<file path="src/rtl/mem_access_unit.sv">
// Load/store unit between the MEM pipeline stage and a gnt/rvalid memory port.
// Handles B/H/W sizing, lane replication, byte enables, load extension and a request timeout.
module mem_access_unit #(
  parameter int WIDTH   = 32,
  parameter int TIMEOUT = 255
) (
  input  logic             clk,
  input  logic             rst_n,
  input  logic             MemReadM,
  input  logic             MemWriteM,
  input  logic [2:0]       AddrModeM,
  input  logic [WIDTH-1:0] ALUResultM,
  input  logic [WIDTH-1:0] WriteDataM,
  output logic             StallM,
  output logic [WIDTH-1:0] ReadDataM,
  output logic             ReadValidM,
  output logic             MisalignM,
  output logic             BusErrM,
  output logic             mem_req,
  output logic             mem_we,
  output logic [WIDTH-1:0] mem_addr,
  output logic [WIDTH-1:0] mem_wdata,
  output logic [3:0]       mem_be,
  input  logic             mem_gnt,
  input  logic             mem_rvalid,
  input  logic [WIDTH-1:0] mem_rdata
);
  localparam int CW = $clog2(TIMEOUT + 1);
  localparam logic [2:0] M_B = 3'd0, M_H = 3'd1, M_W = 3'd2, M_BU = 3'd4, M_HU = 3'd5;

  typedef enum logic [1:0] {IDLE, REQ, WAIT, DONE} state_t;
  typedef struct packed {
    logic       st;
    logic [2:0] mode;
    logic [1:0] off;
  } acc_t;

  state_t          state_q, state_d;
  acc_t            acc_q, acc_d;
  logic [CW-1:0]   cnt_q, cnt_d;
  logic            err_q;
  logic            mem_req_q, mem_we_q;
  logic [WIDTH-1:0] mem_addr_q, mem_wdata_q, rdata_q;
  logic [3:0]      mem_be_q;

  logic [3:0]       be_d;
  logic [WIDTH-1:0] wdata_d, ext_d;
  logic [7:0]       rbyte;
  logic [15:0]      rhalf;
  logic             req_any, legal, capture, rd_load, tmo, stall_c, mis_c, last;

  // Request decode: legality, byte enables and lane-replicated store data.
  always_comb begin
    req_any = MemReadM | MemWriteM;
    acc_d   = {MemWriteM, AddrModeM, ALUResultM[1:0]};
    case (AddrModeM)
      M_B:     legal = req_any;
      M_H:     legal = req_any & ~ALUResultM[0];
      M_W:     legal = req_any & (ALUResultM[1:0] == 2'b00);
      M_BU:    legal = MemReadM & ~MemWriteM;
      M_HU:    legal = MemReadM & ~MemWriteM & ~ALUResultM[0];
      default: legal = 1'b0;
    endcase
    be_d    = 4'b1111;
    wdata_d = WriteDataM;
    if (MemWriteM) begin
      case (AddrModeM)
        M_B: begin
          be_d    = 4'b0001 << ALUResultM[1:0];
          wdata_d = {(WIDTH/8){WriteDataM[7:0]}};
        end
        M_H: begin
          be_d    = 4'b0011 << ALUResultM[1:0];
          wdata_d = {(WIDTH/16){WriteDataM[15:0]}};
        end
        default: ;
      endcase
    end
  end

  // Load extraction uses the offset and mode captured at request time.
  always_comb begin
    rbyte = mem_rdata[{acc_q.off, 3'b000} +: 8];
    rhalf = mem_rdata[{acc_q.off[1], 4'b0000} +: 16];
    case (acc_q.mode)
      M_B:     ext_d = {{(WIDTH-8){rbyte[7]}}, rbyte};
      M_BU:    ext_d = {{(WIDTH-8){1'b0}}, rbyte};
      M_H:     ext_d = {{(WIDTH-16){rhalf[15]}}, rhalf};
      M_HU:    ext_d = {{(WIDTH-16){1'b0}}, rhalf};
      default: ext_d = mem_rdata;
    endcase
  end

  always_comb begin
    state_d = state_q;
    cnt_d   = cnt_q;
    stall_c = 1'b0;
    mis_c   = 1'b0;
    capture = 1'b0;
    rd_load = 1'b0;
    tmo     = 1'b0;
    last    = (cnt_q == CW'(TIMEOUT - 1));
    case (state_q)
      IDLE: begin
        if (legal) begin
          stall_c = 1'b1;
          capture = 1'b1;
          cnt_d   = '0;
          state_d = REQ;
        end else if (req_any) begin
          mis_c = 1'b1;
        end
      end
      REQ: begin
        stall_c = 1'b1;
        cnt_d   = cnt_q + CW'(1);
        // A load granted on the final budget cycle could not finish in time.
        if (mem_gnt && acc_q.st) state_d = DONE;
        else if (last)           tmo     = 1'b1;
        else if (mem_gnt)        state_d = WAIT;
      end
      WAIT: begin
        stall_c = 1'b1;
        cnt_d   = cnt_q + CW'(1);
        if (mem_rvalid) begin
          rd_load = 1'b1;
          state_d = DONE;
        end else if (last) begin
          tmo = 1'b1;
        end
      end
      DONE:    state_d = IDLE;
      default: state_d = IDLE;
    endcase
    if (tmo) state_d = DONE;
  end

  always_ff @(posedge clk or negedge rst_n) begin
    if (!rst_n) begin
      state_q     <= IDLE;
      cnt_q       <= '0;
      acc_q       <= '0;
      err_q       <= 1'b0;
      mem_req_q   <= 1'b0;
      mem_we_q    <= 1'b0;
      mem_addr_q  <= '0;
      mem_wdata_q <= '0;
      mem_be_q    <= '0;
      rdata_q     <= '0;
    end else begin
      state_q <= state_d;
      cnt_q   <= cnt_d;
      if (capture) begin
        acc_q       <= acc_d;
        err_q       <= 1'b0;
        mem_req_q   <= 1'b1;
        mem_we_q    <= MemWriteM;
        mem_addr_q  <= {ALUResultM[WIDTH-1:2], 2'b00};
        mem_wdata_q <= wdata_d;
        mem_be_q    <= be_d;
      end else if (state_q == REQ && state_d != REQ) begin
        mem_req_q <= 1'b0;
      end
      if (rd_load) rdata_q <= ext_d;
      if (tmo) begin
        rdata_q <= '0;
        err_q   <= 1'b1;
      end
    end
  end

  // Combinational pulses are gated by reset so they drop the instant rst_n falls.
  assign StallM     = stall_c & rst_n;
  assign MisalignM  = mis_c & rst_n;
  assign ReadValidM = (state_q == DONE) & ~acc_q.st & ~err_q;
  assign BusErrM    = (state_q == DONE) & err_q;
  assign ReadDataM  = rdata_q;
  assign mem_req    = mem_req_q;
  assign mem_we     = mem_we_q;
  assign mem_addr   = mem_addr_q;
  assign mem_wdata  = mem_wdata_q;
  assign mem_be     = mem_be_q;

endmodule
</file>
<file path="config.mk">
export PLATFORM = sky130hd
export DESIGN_NAME = mem_access_unit
export DESIGN_NICKNAME = d
export VERILOG_FILES = /design/src/rtl/mem_access_unit.sv
export SDC_FILE = /design/constraint.sdc
export NUM_CORES = 1
export LEC_CHECK = 0
export ABC_AREA = 1
export CORE_MARGIN = 2
export CORE_UTILIZATION = 46
export DETAILED_ROUTE_END_ITERATION = 8
export MAX_ROUTING_LAYER = met4
export PLACE_DENSITY = 0.89
export SLEW_MARGIN = 25
export SYNTH_ARGS = -nofsm -noshare
export SYNTH_HDL_FRONTEND = slang
export SYNTH_SLANG_ARGS = --single-unit
export TNS_END_PERCENT = 1
</file>
<file path="constraint.sdc">
create_clock -name clk -period 4.18 [get_ports clk]
set_input_delay 0.836 -clock clk [delete_from_list [all_inputs] [get_ports clk]]
set_output_delay 0.836 -clock clk [all_outputs]
set_load 0.02 [all_outputs]
</file>
==> flow_metrics.tcl, run 1 <==
set metrics [dict create \
    postRouteAntennaNets 0 \
    yosysTopAreaCellShare_pct 50.8 \
    cts_tree "done" \
    p_leak_nw 4.07 \
    postCtsSetupBuffers 0 \
    ys.flop_type "dfrtp_1" \
    cts_resized 0 \
    netlist_area_um2 5710 \
    yosysUniqueCellTypes 39 \
    yosysWarnings 0 \
    fin_cells 1101 \
    period_minus_slack_ns 3.59 \
    clock_sinks 116 \
    core-area_um2 12100 \
    htreeDepth 4 \
    cts_made_buffers 17 \
    portBuffers 208 \
    vias 5670 \
    clockBufferDepth 2 \
    path_clk_slew_ns 0.06 \
    hold_viol_final 0 \
    die_h_um 115 \
    start_kind "input pin" \
    fp.dieArea_um2 13300 \
    ios 211 \
    synthTopCellsByArea "dfrtp_1, nand2_1, o21ai_0" \
    async_flop_share_pct 100 \
    root_buffer "clkbuf_16" \
    grt_max_degree 104 \
    synth_seq_cells 116 \
    rsz0062_at_grt "false" \
    tns_ns 0 \
    powerDensity_nw_per_um2 757 \
    clk_latency_ns 0.41 \
    fmax_ghz 0.279 \
    fin_crit_sh_pct 85.9 \
    grt_usage_pct 27.5 \
    cts_hold_buf 0 \
    synth.cells.most_frequent "nand2_1, dfrtp_1, o21ai_0, inv_1, a21oi_1" \
    grt_pass1_wl_um 27300 \
    postSynthCellCount 719 \
    p_total_mw 6.41 \
    slew_headroom_pct 35.2 \
    dpl.hpwl_um 12500 \
    first_global_vias 5623 \
    tightest_slew_ns 0.972 \
    endpoint_kind "primary output" \
    nFillCells 947 \
    syn_area_per_cell_um2 7.95 \
    die_w_um 115 \
    hold_class "input pin to async pin" \
    place.gp.congestion 0.923 \
    place_inst 1069 \
    r2r_cells 11 \
    via_per_inst 5.15 \
    regToRegSetupSlack_ns 1.61 \
    synth_edf_count 0 \
    worstSetupPathType "input pin to primary output" \
    finalSetupViolations 0 \
    final_area_um2 8460 \
    overflow 0 \
    place_area_um2 7880 \
    crit_required_ns 3.34 \
    antennaDiodeCount 0 \
    yosysMostFrequentCell "nand2_1" \
    vdd_drop_max_mv 0.574 \
    status "completed" \
    area_growth_pct 48.1 \
    drc 0 \
    antenna_found_initial 0 \
    wl_um 17500 \
    arrival_ns 2.75 \
    yosys.area.top_type "dfrtp_1" \
    initial_core_util_pct 47.4 \
    maxSlewViolCount 0 \
    drtPass1Iterations 5 \
    std_cell_rows 40 \
    post_route_cells_drive_above_1_share_pct 5.47 \
    wl_per_cell_um 15.9 \
    drv_cap 0 \
    seq_area_frac_synth_pct 50.8 \
    crit_fanout 5 \
    layout.nets 1033 \
    fin_skew_ns 0.00745 \
    drtIter0Drc 400 \
]
-- flip-flops by register name, indices dropped and copies added, names as in the netlist --
signal,cells
ReadDataM,32
mem_wdata,32
mem_addr,30
cnt_q,8
acc_q,5
mem_be,4
state_q,2
err_q,1
mem_req,1
mem_we,1
-- through the flow --
stage	util [%]	hold slack (ns)	setup slack, ns
final	70.1	0.237	0.590
after global routing	70.1	0.221	0.362
after CTS	70.1	0.226	0.586
after detailed placement	65.3	0.463	0.586
after global placement	65.3	0.459	0.649
after floorplan	-	0.475	1.37
-- critical path, stage by stage --
cell             delay [ns]
clkdlybuf4s50_1        0.47
nor2_1                 0.11
inv_1                  0.08
nand2_1                0.07
nand4_1                0.14
nand2_2                0.15
nand2_4                0.05
inv_2                  0.05
o21ai_0                0.07
nor2_1                 0.10
clkdlybuf4s50_1        0.61
-- placed cells by master, fill, tap and decap left out, drive strengths merged --
| cell type | n |
|---|---|
| clkinvlp | 1 |
| nand2 | 274 |
| o21ai | 74 |
| ha | 8 |
| a31oi | 4 |
| a21oi | 35 |
| o21a | 8 |
| clkinv | 8 |
| xor2 | 4 |
| o211ai | 12 |
| nand4 | 13 |
| a211oi | 1 |
| nor4 | 1 |
| o221ai | 5 |
| nand3b | 1 |
| clkbuf | 22 |
| clkdlybuf4s50 | 207 |
| conb | 2 |
| buf | 10 |
| o32ai | 1 |
| dfrtp | 116 |
| a22oi | 1 |
| o22ai | 2 |
| nor2 | 32 |
| inv | 60 |
| nand3 | 24 |
| o31ai | 1 |
| o21bai | 1 |
| nor3 | 2 |
| bufinv | 3 |
-- routing by layer --
metal | part of all wire (%) | routed length, um | vias to the layer above | global-route usage, %
li1 | - | - | 2716 | -
met2 | 47 | 8210 | 304 | 42.4
met1 | 40 | 6920 | 2612 | 32.3
met4 | 2.8 | 493 | 0 | 12.9
met3 | 10 | 1830 | 38 | 9.47
met5 | 0 | 0 | - | -
-- final cells by class --
cell class / count / area (um^2) / area share (%)
sequential: 116 / 2900 / 34.3
multi-input combinational: 506 / 2380 / 28.1
timing repair buffer: 217 / 2150 / 25.4
clock buffer: 22 / 454 / 5.37
inverter: 62 / 235 / 2.78
tap: 168 / 210 / 2.48
clock inverter: 10 / 131 / 1.55
-- power by group --
| part | switching [mW] | internal (mW) |
|---|---|---|
| clock network | 0.496 | 0.947 |
| registers | 0.377 | 1.63 |
| logic | 1.66 | 1.29 |
-- cell families after synthesis --
group	share of synthesized area, %
and+or+nand+nor	24.7
AOI/OAI and AO/OA	14.3
DFF	50.8
buffers and inverters	7.71
adders and majority gates	1.75
xor gates and xnor gates	0.613
other	0.0656
-- final timing paths --
path | from | endpoint
max | ALUResultM[1] | StallM
min | rst_n | mem_wdata[29]
max reg2reg | state_q[0] | ReadDataM[26]
min reg2reg | mem_req | mem_req
max in group asynchronous | rst_n | mem_addr[17]
min in group clk | mem_req | mem_req
No activity file was read; power rests on OpenSTA's default activity.
==> inputs of run 2 (changes only) <==
- DONT_BUFFER_PORTS: not set -> 1
- PLACE_DENSITY: 0.89 -> not set
==> run 2 against run 1 <==
Non-clock buffer count fell by 213. Combinational power shrank 57%. Sequential share of layout area grew 11 points. Via count down 16%. Highest routed layer unchanged.
==> flow_metrics.tcl, run 2 (synthesized netlist as in run 1, its figures left out) <==
set metrics [dict create \
    grt_usage_pct 23.7 \
    endpoint_kind "primary output" \
    place.gp.congestion 0.896 \
    cts_made_buffers 17 \
    overflow 0 \
    hold_viol_final 0 \
    wl_per_cell_um 16.9 \
    fin_hold_ws_ns 0.120 \
    startpoint "ALUResultM[0]" \
    std_cell_rows 40 \
    post_route_cells_drive_above_1_share_pct 6.39 \
    layout.nets 820 \
    vias 4764 \
    drtIter0Drc 305 \
    layout_common_cells "nand2_1, dfrtp_1, o21ai_0, inv_1, a21oi_1" \
    drtPass1Iterations 5 \
    via_per_inst 5.36 \
    hold_class "input pin to async pin" \
    crit_fanout 3 \
    arrival_ns 1.81 \
    clockBufferDepth 2 \
    path_clk_slew_ns 0.05 \
    regToRegSetupSlack_ns 1.64 \
    grt_pass1_wl_um 23600 \
    fp.dieArea_um2 13300 \
    clock_sinks 116 \
    fin_skew_ns 0.00620 \
    r2r-end "ReadDataM[5]" \
    antenna_found_initial 0 \
    vdd_drop_max_mv 0.321 \
    portBuffers 0 \
    area_growth_pct 11.8 \
    cts_resized 0 \
    root_buffer "clkbuf_16" \
    dpl.hpwl_um 10700 \
    fmax_ghz 0.378 \
    tns_ns 0 \
    cts_hold_buf 0 \
    drc 0 \
    antennaDiodeCount 0 \
    postCtsSetupBuffers 0 \
    htreeDepth 4 \
    slew_headroom_pct 36.0 \
    period_minus_slack_ns 2.65 \
    status "completed" \
    core-area_um2 12100 \
    die_w_um 115 \
    cts_tree "done" \
    die_h_um 115 \
    nFillCells 1167 \
    p_leak_nw 3.27 \
    clk_latency_ns 0.42 \
    initial_core_util_pct 47.4 \
    postRouteAntennaNets 0 \
    r2r-start "state_q[0]" \
    crit_required_ns 3.34 \
    worstSetupPathType "input pin to primary output" \
    wl_um 15000 \
    first_global_vias 4693 \
    cp-endpoint "StallM" \
    drv_cap 0 \
    fin_crit_sh_pct 63.3 \
    start_kind "input pin" \
    ios 211 \
    powerDensity_nw_per_um2 856 \
    maxSlewViolCount 0 \
    rsz0062_at_grt "false" \
    finalSetupViolations 0 \
    tightest_slew_ns 0.960 \
    grt_max_degree 119 \
    final_common_cell "nand2_1" \
    r2r_cells 8 \
]
run 2: changes by cell type in the layout (fill, tap and decap cells not counted):
cell / previous run / this run
clkinvlp_4: 1 / 2
clkdlybuf4s50_1: 207 / 0
clkinv_2: 5 / 3
clkinv_4: 1 / 0
bufinv_16: 3 / 4
clkbuf_8: 1 / 3
buf_4: 10 / 4
clkbuf_1: 4 / 3
run 2: metrics by stage:
stage          setup WS, ns  power, mW  std cells  utilization [%]  cell area, um^2
3_3_place_gp           1.53       3.89        856             47.7             5760
5_1_grt                1.40       5.84        888             52.9             6390
6_report               1.53       5.47        888             52.9             6390
3_5_place_dp           1.42       3.94        856             47.7             5760
4_1_cts                1.54       5.51        888             52.9             6390
2_1_floorplan          1.37       3.58        720                -             5720
run 2: worst max-delay path, stage by stage:
cell and delay (ns):
nor2_1 0.08, inv_1 0.09, nand2_1 0.08, nand4_1 0.14
nand2_2 0.15, nand2_4 0.05, inv_2 0.05, o21ai_0 0.06
nor2_1 0.12, buf_4 0.16
run 2: cell type report:
cell class	instances	area (um^2)	area share, %
clock buffer	23	478	7.48
clock inverter	9	150	2.35
inverter	62	235	3.68
multi-input combinational	506	2380	37.3
sequential	116	2900	45.5
tap	168	210	3.29
timing repair buffer	4	30.0	0.470
run 2: worst min path at each step:
stage / cells after the start / end / slack (ns) / startpoint
after floorplan: 2 / acc_q[2] / 0.47 / acc_q[2]
after CTS: 0 / cnt_q[3] / 0.10 / rst_n
after detailed placement: 2 / acc_q[4] / 0.52 / acc_q[4]
after global placement: 1 / cnt_q[0] / 0.52 / cnt_q[0]
after global routing: 0 / cnt_q[2] / 0.09 / rst_n
final: 0 / cnt_q[2] / 0.12 / rst_n
run 2: routing by layer:
| metal | vias up | share of wire (%) | track usage (%) |
|---|---|---|---|
| li1 | 2295 | - | - |
| met1 | 2251 | 42 | 29.4 |
| met2 | 196 | 47 | 35.2 |
| met3 | 22 | 9.2 | 8.37 |
| met4 | 0 | 2.3 | 10.3 |
| met5 | - | 0 | - |
run 2: power by group:
part / internal (mW) / total [mW] / switching [mW] / leakage, nW
Sequential: 1.63 / 2.64 / 1.01 / 1.45
Combinational: 0.465 / 1.27 / 0.809 / 1.52
Clock: 1.04 / 1.55 / 0.510 / 0.303
==> RTL change 1: new RTL, flow settings as in run 1 <==
Re-encode `state_t` (4 states) as one-hot, 4 bits wide.
--- a/src/rtl/mem_access_unit.sv
+++ b/src/rtl/mem_access_unit.sv
@@ -28,7 +28,7 @@
   localparam int CW = $clog2(TIMEOUT + 1);
   localparam logic [2:0] M_B = 3'd0, M_H = 3'd1, M_W = 3'd2, M_BU = 3'd4, M_HU = 3'd5;
 
-  typedef enum logic [1:0] {IDLE, REQ, WAIT, DONE} state_t;
+  typedef enum logic [3:0] {IDLE = 4'b0001, REQ = 4'b0010, WAIT = 4'b0100, DONE = 4'b1000} state_t;
   typedef struct packed {
     logic       st;
     logic [2:0] mode;
Check against the original RTL: no difference found for any inputs over 4 cycles, from zero or initial values and one cycle with rst_n low; so few cycles prove little.
==> RTL change 1 against run 1 <==
  * Non-clock buffer count decreased by 2
  * Synthesized area rose by 0.13%
  * Wire length up 2.2%
  * Total power fell by 29%
  * Cell area down 0.10%
  * Setup slack got worse by 200 ps
  * Sequential cell count up 2
  * Largest cell class unchanged
  * Highest routed layer unchanged
==> RTL change 1: results (changes against run 1) <==
- Clock Skew: 8.72 ps (+1.26 ps)
- Placed Instance Area: 7880 sq um (about the same)
- Global-route wire length before repair: 27800 microns (+2.0%)
- Met2 Resource Use GR: 43.1% (+0.66 points)
- Largest net degree at the start of global routing: 82 (-21%)
- DR iter-0 viols: 595 (+49%)
- Worst-Margin Slew: 867 ps (-105 ps)
- Status: complete, no violations
- Ratio of cells with drive above 1 in the final layout: 5.34% (-0.13 points)
- Arrival @ worst endpoint: 2950 ps (+200 ps)
- Number of global-route vias before repair: 5618 (-0.089%)
- Layout fillers: 959 (+1.3%)
- Post-synthesis adder-cell area fraction: 0.437% (-1.3 points)
- Dpl ws: 431 ps (-155 ps)
- Via density: 5.22 (+1.4%)
- Hold crit path type: reg -> reg
- Post-Synth XOR/XNOR Area: 0.153% (-0.46 points)
- Cell count after synthesis: 747 (+3.9%)
- Worst-path fanout max: 6 (+1)
- Peak supply drop: 0.000421 V (-27%)
- Final min period: 3790 ps (+196 ps)
- Final WL: 17800 microns (+2.2%)
- Met3 Resource Use GR: 7.69% (-1.8 points)
- GR Util All Layers: 28.0% (+0.52 points)
- GR Util met1: 35.5% (+3.2 points)
[RTL change 1: final cells by class]
cell class              instances  area [sq um]  share of cell area (%)
well taps                     168           210                    2.49
clock buffers                  17           425                    5.03
clock inverters                15           144                    1.70
repair buffers                215          2140                    25.4
multi-input cells             534          2360                    28.0
flip-flops and latches        118          2950                    35.0
inverters                      56           210                    2.49
[RTL change 1: power by group]
group	internal, mW	leakage, nW	switching (mW)	total, mW
Clock	0.830	0.279	0.579	1.41
Sequential	1.40	1.51	0.206	1.60
Combinational	0.681	2.34	0.844	1.52
[RTL change 1: cells by family (layout without fill, tap and decap cells)]
family / Yosys count / in the layout
AND/OR/NAND/NOR: 402 / 402
other: 1 / 2
flip-flops: 118 / 118
buffers and inverters: 96 / 303
AO/OA/AOI/OAI: 127 / 127
adder cells (fa/ha/maj): 2 / 2
XOR/XNOR: 1 / 1
[RTL change 1: worst paths after layout]
kind | startpoint | endpoint | cells past startpoint
hold reg to reg | mem_addr[2] | mem_addr[2] | 2
hold / removal | mem_addr[2] | mem_addr[2] | 2
max in group asynchronous | rst_n | cnt_q[1] | 3
min in group asynchronous | rst_n | state_q[2] | 2
setup / recovery | AddrModeM[2] | StallM | 10
setup reg to reg | acc_q[3] | ReadDataM[29] | 7
[RTL change 1: per-layer routing]
metal	share of wire (%)	up-vias	routed length, microns
met5	0	-	0
met4	2.4	0	427
met2	47	342	8300
met1	42	2702	7430
li1	-	2789	-
met3	9.4	34	1680
[RTL change 1: tightest hold or removal path, delay by kind of cell (launching register included)]
kind	cells	cell delay (ps)
AND/OR/NAND/NOR	2	100
flip-flops	1	340
==> RTL change 2: new RTL, config.mk and constraints of run 1 <==
Made on the original files. Change the parameter `TIMEOUT` from 255 to 510.
--- a/src/rtl/mem_access_unit.sv
+++ b/src/rtl/mem_access_unit.sv
@@ -2,7 +2,7 @@
 // Handles B/H/W sizing, lane replication, byte enables, load extension and a request timeout.
 module mem_access_unit #(
   parameter int WIDTH   = 32,
-  parameter int TIMEOUT = 255
+  parameter int TIMEOUT = 510
 ) (
   input  logic             clk,
   input  logic             rst_n,
Formal check against the unedited RTL: no difference found for any inputs over 4 cycles, from zero or initial values and one cycle with rst_n low; that may be too few to reach the edited logic, so the function may still have changed.
==> RTL change 2 against run 1 <==
  * Combinational power up 2%
  * Sequential cell count up 1
  * Total power down 0.23%
  * Final cell count down 1.9%
  * First-iteration DRC count up 4.3%
  * Wire length down 1.5%
  * Setup slack better by 3.9 ps
  * Synthesized area about the same
  * Cell area down 0.77%
==> RTL change 2: results (changes against run 1) <==
- Dpl ws: 595 ps (+9.18 ps)
- Met2 Resource Use GR: 41.7% (-0.70 points)
- CTS buffer count: 17 (unchanged)
- GR Util met1: 30.8% (-1.6 points)
- Post-synthesis compound-gate area fraction: 15.3% (+0.98 points)
- Status: complete, no violations
- Clock network share of area: 6.57% (-0.35 points)
- Post-layout nets: 1012 (-2.0%)
- Placed Instance Area: 7840 sq um (-0.40%)
- Final WL: 17200 microns (-1.5%)
- Via density: 5.13 (-0.45%)
- Static leakage: 3.95 nW (-3.1%)
- Met2 wire len: 8060 microns (-1.9%)
- Worst-path fanout max: 4 (-1)
- Non-clock buffer count: 216 (-0.46%)
- Signal inverters: 53 (-15%)
- Mux cell area share after synthesis: 1.05% (+1.1 points)
- #MultiIn Comb: 494 (-2.4%)
- Gpl congestion: 0.943 (+2.2%)
- Largest cells by area after synthesis: dfrtp_1, nand2_1, o21ai_0
- Clock Skew: 15.1 ps (+7.65 ps)
- Rel. slew slack: 33.5% (-1.7 points)
- Sw frac: 41.0% (+1.4 points)
- HPWL after DPL: 12300 microns (-1.4%)
- Number of global-route vias before repair: 5425 (-3.5%)
- Commonest cells post-synth: nand2_1, dfrtp_1, o21ai_0
- Number of clock buffers in the layout: 19 (-14%)
- Non-clock buffer share: 25.5% (+0.11 points)
- Layout fillers: 943 (-0.42%)
- Fraction of area in multi-input gates: 28.1% (about the same)
- Top Metal Used: met4
- Largest net degree at the start of global routing: 108 (+3.8%)
- Post-Synth XOR/XNOR Area: 0.307% (-0.31 points)
- Met3 Resource Use GR: 8.70% (-0.77 points)
- Area growth from synthesis to layout: 47.1%
- Unique masters post-synth: 37 (-5.1%)
- Seq/total area: 34.9% (+0.56 points)
- Post-synthesis sequential area ratio: 51.3% (+0.48 points)
- Ratio of cells with drive above 1 in the final layout: 7.35% (+1.9 points)
- Final Core Density: 69.6% (-0.54 points)
- Post-synthesis adder-cell area fraction: 1.75% (about the same)
- GR Util All Layers: 26.9% (-0.54 points)
- Met3 wire length: 1490 microns (-18%)
- Vias: 5537 (-2.3%)
- Peak supply drop: 0.000386 V (-33%)
- DR iter-0 viols: 417 (+4.3%)
[RTL change 2: cell count changes in the layout (fill, tap and decap cells not counted), moves of 5 or more]
cell and change:
inv_1 -9, a21oi_1 +8, nand4_1 -8, o21ai_0 +7, nand3_1 -5, o21a_1 -8
o21ai_2 +9, nor2_1 +19, o21ai_1 +11, mux2i_1 +6, nand2_1 -44, o211ai_1 -9
[RTL change 2: worst paths after layout]
| path | endpoint | slack (ps) | cells after the start |
|---|---|---|---|
| worst max register to register | ReadDataM[29] | 1550 | 7 |
| max in group asynchronous | mem_addr[31] | 2280 | 3 |
| worst max-delay path | StallM | 590 | 11 |
| worst min register to register | mem_req | 470 | 2 |
| min in group clk | mem_req | 470 | 2 |
| worst min-delay path | mem_wdata[31] | 250 | 1 |
[RTL change 2: power by group through the flow]
stage	logic (mW)	registers [mW]	clock network, mW
after floorplan	1.17	2.49	0
after global placement	2.95	2.02	0
after detailed placement	3.02	2.03	0
after CTS	3.03	2.03	1.36
after global routing	3.29	2.09	1.42
final	3.02	2.03	1.34
